`src/rtl/calc_exec.sv`:
```
// rtl/calc_exec.sv - calculator execution unit: single-cycle ADD/SUB/XOR, sequential shift-add MUL
module calc_exec #(
  parameter int WIDTH = 8
) (
  input  logic                 clk,
  input  logic                 rst,
  input  logic [2:0]           op,
  input  logic [WIDTH-1:0]     a,
  input  logic [WIDTH-1:0]     b,
  input  logic                 start,
  output logic                 busy,
  output logic                 done,
  output logic [2*WIDTH-1:0]   result,
  output logic                 carry,
  output logic                 err
);

  localparam int CW = $clog2(WIDTH) + 1;

  localparam logic [2:0] OP_ADD = 3'd1;
  localparam logic [2:0] OP_SUB = 3'd2;
  localparam logic [2:0] OP_MUL = 3'd3;
  localparam logic [2:0] OP_XOR = 3'd4;

  typedef enum logic [1:0] {S_IDLE, S_MUL, S_DONE} state_t;

  state_t               state, state_nxt;
  logic [2*WIDTH-1:0]   acc, mcand, acc_sum;
  logic [WIDTH-1:0]     mplier;
  logic [CW-1:0]        cnt;
  logic [WIDTH:0]       sum, diff;
  logic                 accept, mul_last;

  assign accept   = (state == S_IDLE) && start;
  assign mul_last = (state == S_MUL) && (cnt == CW'(WIDTH - 1));
  assign sum      = {1'b0, a} + {1'b0, b};
  // Top bit of the widened difference is the borrow, i.e. a < b.
  assign diff     = {1'b0, a} - {1'b0, b};
  assign acc_sum  = mplier[0] ? (acc + mcand) : acc;

  assign busy = (state != S_IDLE);
  assign done = (state == S_DONE);

  always_ff @(posedge clk or negedge rst) begin
    if (!rst) state <= S_IDLE;
    else      state <= state_nxt;
  end

  always_comb begin
    state_nxt = state;
    case (state)
      S_IDLE: if (start) state_nxt = (op == OP_MUL) ? S_MUL : S_DONE;
      S_MUL:  if (mul_last) state_nxt = S_DONE;
      S_DONE: state_nxt = S_IDLE;
      default: state_nxt = S_IDLE;
    endcase
  end

  always_ff @(posedge clk or negedge rst) begin
    if (!rst) begin
      result <= '0;
      carry  <= 1'b0;
      err    <= 1'b0;
      acc    <= '0;
      mcand  <= '0;
      mplier <= '0;
      cnt    <= '0;
    end else if (accept) begin
      case (op)
        OP_ADD: begin
          result <= {{(WIDTH-1){1'b0}}, sum};
          carry  <= sum[WIDTH];
          err    <= 1'b0;
        end
        OP_SUB: begin
          result <= {{WIDTH{1'b0}}, diff[WIDTH-1:0]};
          carry  <= diff[WIDTH];
          err    <= 1'b0;
        end
        OP_MUL: begin
          // Outputs keep their old values until the product is complete.
          acc    <= '0;
          mcand  <= {{WIDTH{1'b0}}, a};
          mplier <= b;
          cnt    <= '0;
        end
        OP_XOR: begin
          result <= {{WIDTH{1'b0}}, a ^ b};
          carry  <= 1'b0;
          err    <= 1'b0;
        end
        default: begin
          result <= '0;
          carry  <= 1'b0;
          err    <= 1'b1;
        end
      endcase
    end else if (state == S_MUL) begin
      acc    <= acc_sum;
      mcand  <= mcand << 1;
      mplier <= mplier >> 1;
      cnt    <= cnt + 1'b1;
      if (mul_last) begin
        result <= acc_sum;
        carry  <= 1'b0;
        err    <= 1'b0;
      end
    end
  end

endmodule

```
`config.mk`:
```
export PLATFORM = sky130hd
export DESIGN_NAME = calc_exec
export DESIGN_NICKNAME = d
export VERILOG_FILES = /design/src/rtl/calc_exec.sv
export SDC_FILE = /design/constraint.sdc
export NUM_CORES = 1
export LEC_CHECK = 0
export ABC_CLOCK_PERIOD_IN_PS = 3890
export CAP_MARGIN = 20
export CORE_MARGIN = 10
export CORE_UTILIZATION = 60
export CTS_CLUSTER_SIZE = 30
export DETAILED_ROUTE_END_ITERATION = 8
export DONT_BUFFER_PORTS = 1
export GPL_TIMING_DRIVEN = 0
export PLACE_DENSITY_LB_ADDON = 0.12
export RECOVER_POWER = 50
export REMOVE_ABC_BUFFERS = 1
export SKIP_CTS_REPAIR_TIMING = 1
export SYNTH_ARGS = -nofsm -noshare
export SYNTH_HDL_FRONTEND = slang
export SYNTH_SLANG_ARGS = --single-unit
```
`constraint.sdc`:
```
create_clock -name clk -period 3.89 [get_ports clk]
set_clock_uncertainty 0.05 [all_clocks]
set_input_delay 0.778 -clock clk [delete_from_list [all_inputs] [get_ports clk]]
set_output_delay 0.778 -clock clk [all_outputs]
set_load 0.02 [all_outputs]
```
# [After elaboration in Yosys (flattened, before gate mapping)]
# Cells that the tools add are included.
[classes] multipliers=0 n_eq_ne=11 bitwise_logic=1 n_reduce_logical=10 muxes=27 div_mod_pow=0 shifts=0 n_addsub=4 n_lt_le_gt_ge=0
[op_table] cell="16-bit 2-to-1 mux" n=10
[op_table] cell="16-bit one-hot mux with 4 select lines" n=1
[op_table] cell="8-bit 2-to-1 mux" n=3
[op_table] cell="16-bit adder" n=1
[op_table] cell="4-bit 2-to-1 mux" n=3
[op_table] cell="8-bit by 8-bit adder with 9-bit output" n=1
[op_table] cell="8-bit by 8-bit subtractor with 9-bit output" n=1
[op_table] cell="8-bit bitwise XOR" n=1
[op_table] cell="3-bit by 2-bit equality test with 1-bit output, second input constant" n=2
[op_table] cell="2-bit 2-to-1 mux" n=3
[op_table] cell="2-bit != test, second input constant" n=3
[op_table] cell="2-bit nonzero test" n=3
[op_table] cell="4-bit by 1-bit adder with 4-bit output, second input constant" n=1
[op_table] cell="4-bit by 3-bit equality test with 1-bit output, second input constant" n=1
[op_table] cell="1-bit 2-to-1 mux" n=4
[op_table] cell="2-bit one-hot mux with 2 select lines" n=1
[op_table] cell="2-bit AND reduction" n=2
[op_table] cell="3-bit by 1-bit equality test with 1-bit output, second input constant" n=1
[op_table] cell="3-bit equality test, second input constant" n=1
[op_table] cell="1-bit one-hot mux with 3 select lines" n=1
[op_table] cell="3-bit AND reduction" n=1
[op_table] cell="3-bit OR reduction" n=1
[op_table] cell="2-bit by 1-bit equality test with 1-bit output, second input constant" n=1
[op_table] cell="2-bit equality test, second input constant" n=1
[op_table] cell="4 further kinds" n=5
[totals] out_inout_bits=20 ramBits=0 latch_bits=0 register_bits=64 mem_bits_ro=0 n_memories=0 in_bits=22

# [Logic depth before layout (Yosys ltp)]
# Gate-level depths: netlist of run 1.
[logic_depth] ltp_word=5 ltp_mapped=11 ltp_nobuf=11

# [Worst setup path after synthesis of run 1]
# Ideal clock, no wire load.
[synth_timing] path_type="input port to flip-flop" startpoint="input a[0]" endpoint="register result[6]" arrival_ns=2.630 setup_ns=0.082 path_buffers=0 path_slack_ns=1.128 cell_stages=11 cell_sequence="inv_1 ha_1 inv_1 fa_1 a21o_1 a21oi_1 o21ai_0 or3_1 a31oi_1 o21ai_0 a31oi_1"
[synth_via] elab_chain_cells=3 elab_cells_between_ends=4 classes_between="add/sub (2); mux (2)"
[synth_rtl] element="from (decl)" line_no="8" source="input logic [WIDTH-1:0] a,"
[synth_rtl] element="8-bit by 8-bit subtractor with 9-bit output / 8-bit by 8-bit adder with 9-bit output (equally long branches)" line_no="38, 36"
[synth_rtl] element="16-bit one-hot mux with 4 select lines (*)" line_no="69" source="case (op)"
[synth_rtl] element="16-bit 2-to-1 mux (*)" line_no="68" source="end else if (accept) begin"
[synth_rtl] element="to (signal assigned)" line_no="71" source="result <= {{(WIDTH-1){1'b0}}, sum};"
[synth_rtl] element="to (signal assigned)" line_no="76" source="result <= {{WIDTH{1'b0}}, diff[WIDTH-1:0]};"
[synth_rtl] element="to (signal assigned)" line_no="88" source="result <= {{WIDTH{1'b0}}, a ^ b};"
[synth_rtl] element="to (decl)" line_no="13" source="output logic [2*WIDTH-1:0] result,"
# Mark *: on every way between the ends. The rest lies on a longest branch, timed or not. The select of a mux whose other input is x is not followed.
# A chain may end at the register's enable or synchronous reset.

# [Final worst setup path of run 1]
[layout_timing] startpoint="input op[2]" endpoint="register result[13]"
[layout_via] elab_chain_cells=3
[layout_rtl] element="from (decl)" line_no="7" source="input logic [2:0] op,"
[layout_rtl] element="3-bit by 2-bit equality test with 1-bit output" line_no="69"
[layout_rtl] element="2-bit != test (no line)"
[layout_rtl] element="3-bit AND reduction (no line)"
# No other way between the ends.

==> impl_metrics.yaml, run 1 <==
power_and_ir_drop:
  p_int_mw: 2.14
  p_sw_mw: 1.53
  seqPwrFrac_pct: 33.9
  comb_power_share_pct: 46.1
  power_mw: 3.68
  swShare_pct: 41.7
  ir_drop_mv: 0.256
  leakage_nw: 2.15
  p_clk_share_pct: 20.0
  p_per_area_mw_per_mm2: 769
final_layout:
  post-route-util_pct: 66.3
  seq_area_mm2: 0.00160
  nets: 586
  drive_gt1_share_pct: 7.69
  multiInputGateArea_mm2: 0.00265
  area_delta_synth_final_pct: 7.54
  fin_cells: 632
  n_fill_cell: 653
  antennaDiodeCount: 0
  stdcell_area_mm2: 0.00478
grt:
  grt_max_degree: 65
  grt_pass1_vias: 3794
  grt-ovfl-total: 0
  antenna_found_initial: 0
  track_usage_pct: 20.5
  grt_pass1_wl_mm: 18.8
clock_network:
  clkSinkCount: 64
  cts_buffers: 9
  clk_pin_slew_ns: 0.08
  cts-htree-levels: 3
  cts_root_buffer: "clkbuf_8"
  tritoncts: "built"
  clk_path_buf_depth: 2
  clock_latency_ns: 0.35
critical_path:
  critical_path.endpoint_type: "register"
  worstSetupPathType: "input port to register"
  cp_cell_sequence: "and4b_1 -> o21ba_2 -> nand2_1 -> nor3_2 -> a21oi_1 -> inv_2 -> o211ai_1 -> a21oi_1 -> a21o_1"
  r2r-end: "result[13]"
  cpMostUsedCell: "a21oi_1"
  r2r_cells: 8
  reg2reg_from: "state[1]"
  rrSetupSlack_ns: 0.73
  arrival_ns: 3.55
  crit_required_ns: 4.13
  setup.worst_path.start_class: "input port"
  cp_max_fo: 31
  cp_slowest_stage_delay_ns: 0.55
  slowest_stage: "o21ba_2"
synth:
  synth.distinct_cells: 60
  avgSynthCellArea_um2: 8.28
  synth_common_cells: "102 x nand2_1, 64 x dfrtp_1, 46 x nor2_1, 45 x o21ai_0, 34 x a21oi_1"
  syn_inst: 537
  syn_area_mm2: 0.00445
  ys_ff_latch: 64
  synth_edf_count: 0
  yosys.cell_count.top_type: "nand2_1"
  synthTopCellsByArea: "dfrtp_1 36%, ha_1 9.3%, nand2_1 8.6%, o21ai_0 5.1%, nor2_1 3.9%"
  synth_ff_type: "dfrtp_1"
  synth.top_cell.area_share_pct: 36.0
  yosysTopAreaCell: "dfrtp_1"
  yosysWarnings: 0
  ys_seq_area_share_pct: 36.0
  async_flop_share_pct: 100
timing:
  tightest_slew_ns: 0.965
  relSlewSlack_pct: 35.7
  final_max_slew_viol_count: 0
  period_minus_slack_ns: 3.32
  finalHoldViolations: 0
  hold_ws_ns: 0.0625
  fin_crit_sh_pct: 85.3
  clock.fmax_ghz: 0.301
  setup_violations: 0
  rsz0062_at_grt: "false"
floorplanning:
  dieHeight_um: 106
  initial_core_util_pct: 61.6
  io_pins: 42
  core_area_mm2: 0.00721
  die_area_mm2: 0.0113
  die_w_um: 106
  placementRows: 31
placement:
  place_area_mm2: 0.00447
  io_buffers: 0
  dp.cells: 612
  place_hpwl_mm: 8.02
  gp_congestion: 0.887
run:
  maxCapViolCount: 0
route:
  antenna_left: 0
  totalWireLength_mm: 11.1
  vias: 3830
  drc_errors: 0
  first_pass_iters: 5
  wl_per_cell_um: 17.6
  viasPerCell: 6.06
  drtIter0Drc: 250
hold_path:
  hp-class: "input port to async pin"
outcome:
  status: "finished clean"
metal layers:
metal | up-vias | global-route usage, % | routed length (um)
met1 | 1810 | 24.9 | 4740
met3 | 15 | 5.86 | 881
li1 | 1871 | - | -
met2 | 134 | 34.2 | 5380
met5 | - | 0 | 0
met4 | 0 | 6.58 | 142
sequential cells by signal (all words and copies together), names as in the netlist:
register and cells:
acc 16, mcand 16, result 16, mplier 8, cnt 4, state 2
carry 1, err 1
power by group through the flow:
stage | registers, mW | clock network (mW) | logic, mW
4_1_cts | 1.29 | 0.743 | 1.61
2_1_floorplan | 1.21 | 0 | 1.32
3_3_place_gp | 1.29 | 0 | 1.53
3_5_place_dp | 1.30 | 0 | 1.60
5_1_grt | 1.29 | 0.778 | 1.93
6_report | 1.25 | 0.737 | 1.69
worst max path at each step:
stage	start	end	slack, ns
floorplan	start	result[13]	0.89
global placement	start	result[13]	-0.33
detailed placement	start	result[13]	-0.37
CTS	state[0]	result[13]	-0.22
global route	op[2]	result[13]	0.22
finish	op[2]	result[13]	0.57
critical path, delay by kind of cell:
family	cells	cell delay, ns
buffers and inverters	1	0.39
AO/OA/AOI/OAI	5	1.16
AND/OR/NAND/NOR	3	1.22
logic make-up after synthesis:
family / Yosys count / synth area share (%)
adder cells (fa/ha/maj): 36 / 10.6
multiplexers: 14 / 3.38
AND/OR/NAND/NOR: 199 / 19.7
buffers and inverters: 49 / 4.45
AO/OA/AOI/OAI: 153 / 21.5
XOR/XNOR: 22 / 4.33
flip-flops: 64 / 36.0
stage by stage:
stage                     setup TNS (ns)  setup WS [ns]
final                                  0          0.573
after global routing                   0          0.219
after CTS                         -0.347         -0.224
after detailed placement           -1.70         -0.373
after global placement             -1.29         -0.332
after floorplan                        0          0.885
cells in the final DEF (no fill, tap or decap), types with 2 or more instances in the layout:
cell	n
nand3_1	11
o31ai_1	4
or2_2	2
ha_1	33
a221oi_1	2
a31oi_1	23
a22o_1	2
or3_1	3
nand2b_1	8
o211ai_1	5
a21o_1	6
nand3b_1	2
nand2_1	102
xnor2_1	10
mux2i_1	6
fa_1	3
a32o_1	2
nand4_1	2
nor3_1	6
inv_1	23
mux2_2	8
o22ai_1	5
nor2_1	46
a211oi_1	2
dfrtp_1	64
nor3b_1	2
a22oi_1	2
a21oi_1	34
o21a_1	4
clkbuf_8	11
o21bai_1	3
and2_1	2
xor2_1	12
nor2b_1	5
o21ai_1	2
o21ai_0	45
buf_4	3
bufinv_16	3
final cells by class:
| cell class | instances | share of cell area, % |
|---|---|---|
| clock inverters | 5 | 2.15 |
| flip-flops and latches | 64 | 33.5 |
| multi-input cells | 424 | 55.4 |
| inverters | 24 | 1.88 |
| well taps | 99 | 2.59 |
| clock buffers | 11 | 3.17 |
| repair buffers | 5 | 1.36 |
Power figures use the tool's default switching activity.
==> run 2: changes to the inputs <==
--- a/config.mk
+++ b/config.mk
@@ -17,6 +17,7 @@
 export RECOVER_POWER = 50
 export REMOVE_ABC_BUFFERS = 1
 export SKIP_CTS_REPAIR_TIMING = 1
+export SKIP_LAST_GASP = 1
 export SYNTH_ARGS = -nofsm -noshare
 export SYNTH_HDL_FRONTEND = slang
 export SYNTH_SLANG_ARGS = --single-unit
==> results of run 2 <==
Same layout as run 1: the final DEF is identical, and so are final timing and power.
==> run 3: changes to the inputs <==
--- a/config.mk
+++ b/config.mk
@@ -5,10 +5,12 @@
 export SDC_FILE = /design/constraint.sdc
 export NUM_CORES = 1
 export LEC_CHECK = 0
+export ABC_AREA = 1
 export ABC_CLOCK_PERIOD_IN_PS = 3890
 export CAP_MARGIN = 20
 export CORE_MARGIN = 10
 export CORE_UTILIZATION = 60
+export CTS_CLUSTER_DIAMETER = 30
 export CTS_CLUSTER_SIZE = 30
 export DETAILED_ROUTE_END_ITERATION = 8
 export DONT_BUFFER_PORTS = 1
==> impl_metrics.yaml, run 3 <==
grt:
  grt-ovfl-total: 0
  grt_pass1_vias: 4087
  track_usage_pct: 20.9
  antenna_found_initial: 1
  grt_pass1_wl_mm: 19.7
  grt_max_degree: 65
synth:
  async_flop_share_pct: 100
  synth.top_cell.area_share_pct: 34.5
  synth_ff_type: "dfrtp_1"
  synth-simple-area-share_pct: 30.3
  yosys.cell_count.top_type: "nand2_1"
  yosysWarnings: 0
  ys_seq_area_share_pct: 34.5
  synthTopCellsByArea: "dfrtp_1 34%, nand2_1 15%, ha_1 8.9%, nand3_1 8.2%, inv_1 7.6%"
  synth_compound_area_share_pct: 13.3
  yosysTopAreaCell: "dfrtp_1"
  synth_edf_count: 0
  synth_top_family_by_area: "simple AND/OR/NAND/NOR gates"
  synth.distinct_cells: 41
  yosys.area_share.adder_pct: 10.2
  ys_ff_latch: 64
  synth_common_cells: "181 x nand2_1, 94 x inv_1, 76 x nand3_1, 64 x dfrtp_1, 43 x nor2_1"
  synth.area.mux_share_pct: 0
  avgSynthCellArea_um2: 7.12
  syn_area_mm2: 0.00464
  syn_inst: 652
  synth_xor_area_share_pct: 0.566
placement:
  gp_congestion: 0.924
  io_buffers: 0
  place_hpwl_mm: 8.86
  place_area_mm2: 0.00462
power_and_ir_drop:
  leakage_nw: 2.58
  p_int_mw: 1.94
  power_mw: 3.56
  p_clk_share_pct: 19.3
  comb_power_share_pct: 44.2
  p_per_area_mw_per_mm2: 732
  p_sw_mw: 1.61
  seqPwrFrac_pct: 36.4
  swShare_pct: 45.4
  ir_drop_mv: 0.275
critical_path:
  rrSetupSlack_ns: 0.88
  cpMostUsedCell: "nand2_4"
  r2r-end: "cnt[1]"
  cp.depth: 7
  cp_slowest_stage_delay_ns: 0.60
  arrival_ns: 3.20
  crit_path_end: "cnt[1]"
  setup.worst_path.start_class: "register"
  crit_required_ns: 4.07
  path_buf_inv: 2
  cp_max_fo: 57
  critical_path.endpoint_type: "register"
  r2r_cells: 7
  worstSetupPathType: "register to register"
  cp_top_family: "buffers and inverters"
  critPathLaunch: "state[0]"
  slowest_stage: "inv_2"
  reg2reg_from: "state[0]"
  cp_cell_sequence: "nor2_2 -> nand2_2 -> inv_2 -> nand2_4 -> nand2_4 -> inv_1 -> a22o_1"
timing:
  hold_ws_ns: 0.0741
  tightest_slew_ns: 0.813
  setup_violations: 0
  period_minus_slack_ns: 3.01
  rsz0062_at_grt: "false"
  final_max_slew_viol_count: 0
  finalHoldViolations: 0
  clock.fmax_ghz: 0.332
  fin_crit_sh_pct: 77.4
  relSlewSlack_pct: 45.8
  setup-tns-final_ns: 0
route:
  first_pass_iters: 4
  drtIter0Drc: 262
  vias: 4215
  drc_errors: 0
  antenna_left: 0
  totalWireLength_mm: 12.0
  viasPerCell: 5.64
  wl_per_cell_um: 16.0
clock_network:
  tritoncts: "built"
  clk_pin_slew_ns: 0.07
  cts_root_buffer: "clkbuf_8"
  clkSinkCount: 64
  clk_path_buf_depth: 2
  cts_buffers: 9
  clock_latency_ns: 0.34
  cts-htree-levels: 3
floorplanning:
  placementRows: 32
  dieHeight_um: 108
  die_area_mm2: 0.0117
  die_w_um: 108
  initial_core_util_pct: 61.0
  io_pins: 42
  core_area_mm2: 0.00761
final_layout:
  stdcell_area_mm2: 0.00486
  drive_gt1_share_pct: 4.80
  largestRegisters: "acc (16), mcand (16), result (16)"
  layout_common_cells: "181 x nand2_1, 94 x inv_1, 76 x nand3_1"
  nets: 700
  area_delta_synth_final_pct: 4.69
  layout_commonest_cell: "nand2_1"
  post-route-util_pct: 63.9
  antennaDiodeCount: 0
hold_path:
  hp-class: "input port to async pin"
run:
  maxCapViolCount: 0
outcome:
  status: "finished clean"
run 3: cell count changes in the layout (fill, tap and decap cells not counted), moves of 5 or more:
cell,previous run,this run
xor2_1,12,2
mux2i_1,6,0
nand2_1,102,181
mux2_2,8,0
nor2b_1,5,0
nand4_1,2,8
o21ai_0,45,32
nand3_1,11,76
o211ai_1,5,12
a31oi_1,23,6
inv_1,23,94
xnor2_1,10,1
a21o_1,6,0
nand2b_1,8,0
run 3: worst register-to-register path, cell delays in order, from the launching register on:
cell	delay, ns
dfrtp_1	0.41
nor2_2	0.12
nand2_2	0.26
inv_2	0.60
nand2_4	0.19
nand2_4	0.48
inv_1	0.49
a22o_1	0.30
run 3: power by group through the flow:
stage,combinational [mW],sequential (mW),clock (mW)
4_1_cts,1.57,1.30,0.692
2_1_floorplan,1.23,1.23,0
3_3_place_gp,1.50,1.31,0
3_5_place_dp,1.55,1.31,0
5_1_grt,1.79,1.34,0.720
6_report,1.57,1.30,0.688
run 3: per-layer routing:
layer	global-route usage [%]	share of wire, %	vias to the layer above
met5	0	0.058	-
met4	7.25	1.4	2
met3	3.99	4.7	19
met2	36.6	51	91
met1	25.1	43	2001
li1	-	-	2102
run 3: final cells by class:
type	count	area [um2]
fillers	687	2750
multi-input cells	470	2520
flip-flops and latches	64	1600
inverters	97	369
clock buffers	13	179
well taps	102	128
clock inverters	2	60.1
run 3: kinds of logic (layout without fill, tap and decap cells):
group / Yosys count / in the layout
and+or+nand+nor: 325 / 325
AOI/OAI and AO/OA: 106 / 106
DFF: 64 / 64
buffers and inverters: 118 / 112
adders and majority gates: 36 / 36
xor gates and xnor gates: 3 / 3
run 3: per-stage QoR:
step / setup WS, ns / std cells
after CTS: 0.889 / 748
after detailed placement: 0.665 / 733
final: 0.879 / 748
after global placement: 0.686 / 733
after floorplan: 1.46 / 631
after global routing: 0.588 / 748
run 3: worst min-delay path by stage:
| stage | from | endpoint | slack [ns] | cells past startpoint |
|---|---|---|---|---|
| floorplan | mplier[7] | mplier[7] | 0.40 | 2 |
| global placement | rst | acc[13] | 0.43 | 0 |
| detailed placement | rst | result[14] | 0.43 | 0 |
| CTS | rst | acc[6] | 0.06 | 0 |
| global route | rst | result[14] | 0.05 | 0 |
| finish | rst | mcand[13] | 0.07 | 0 |
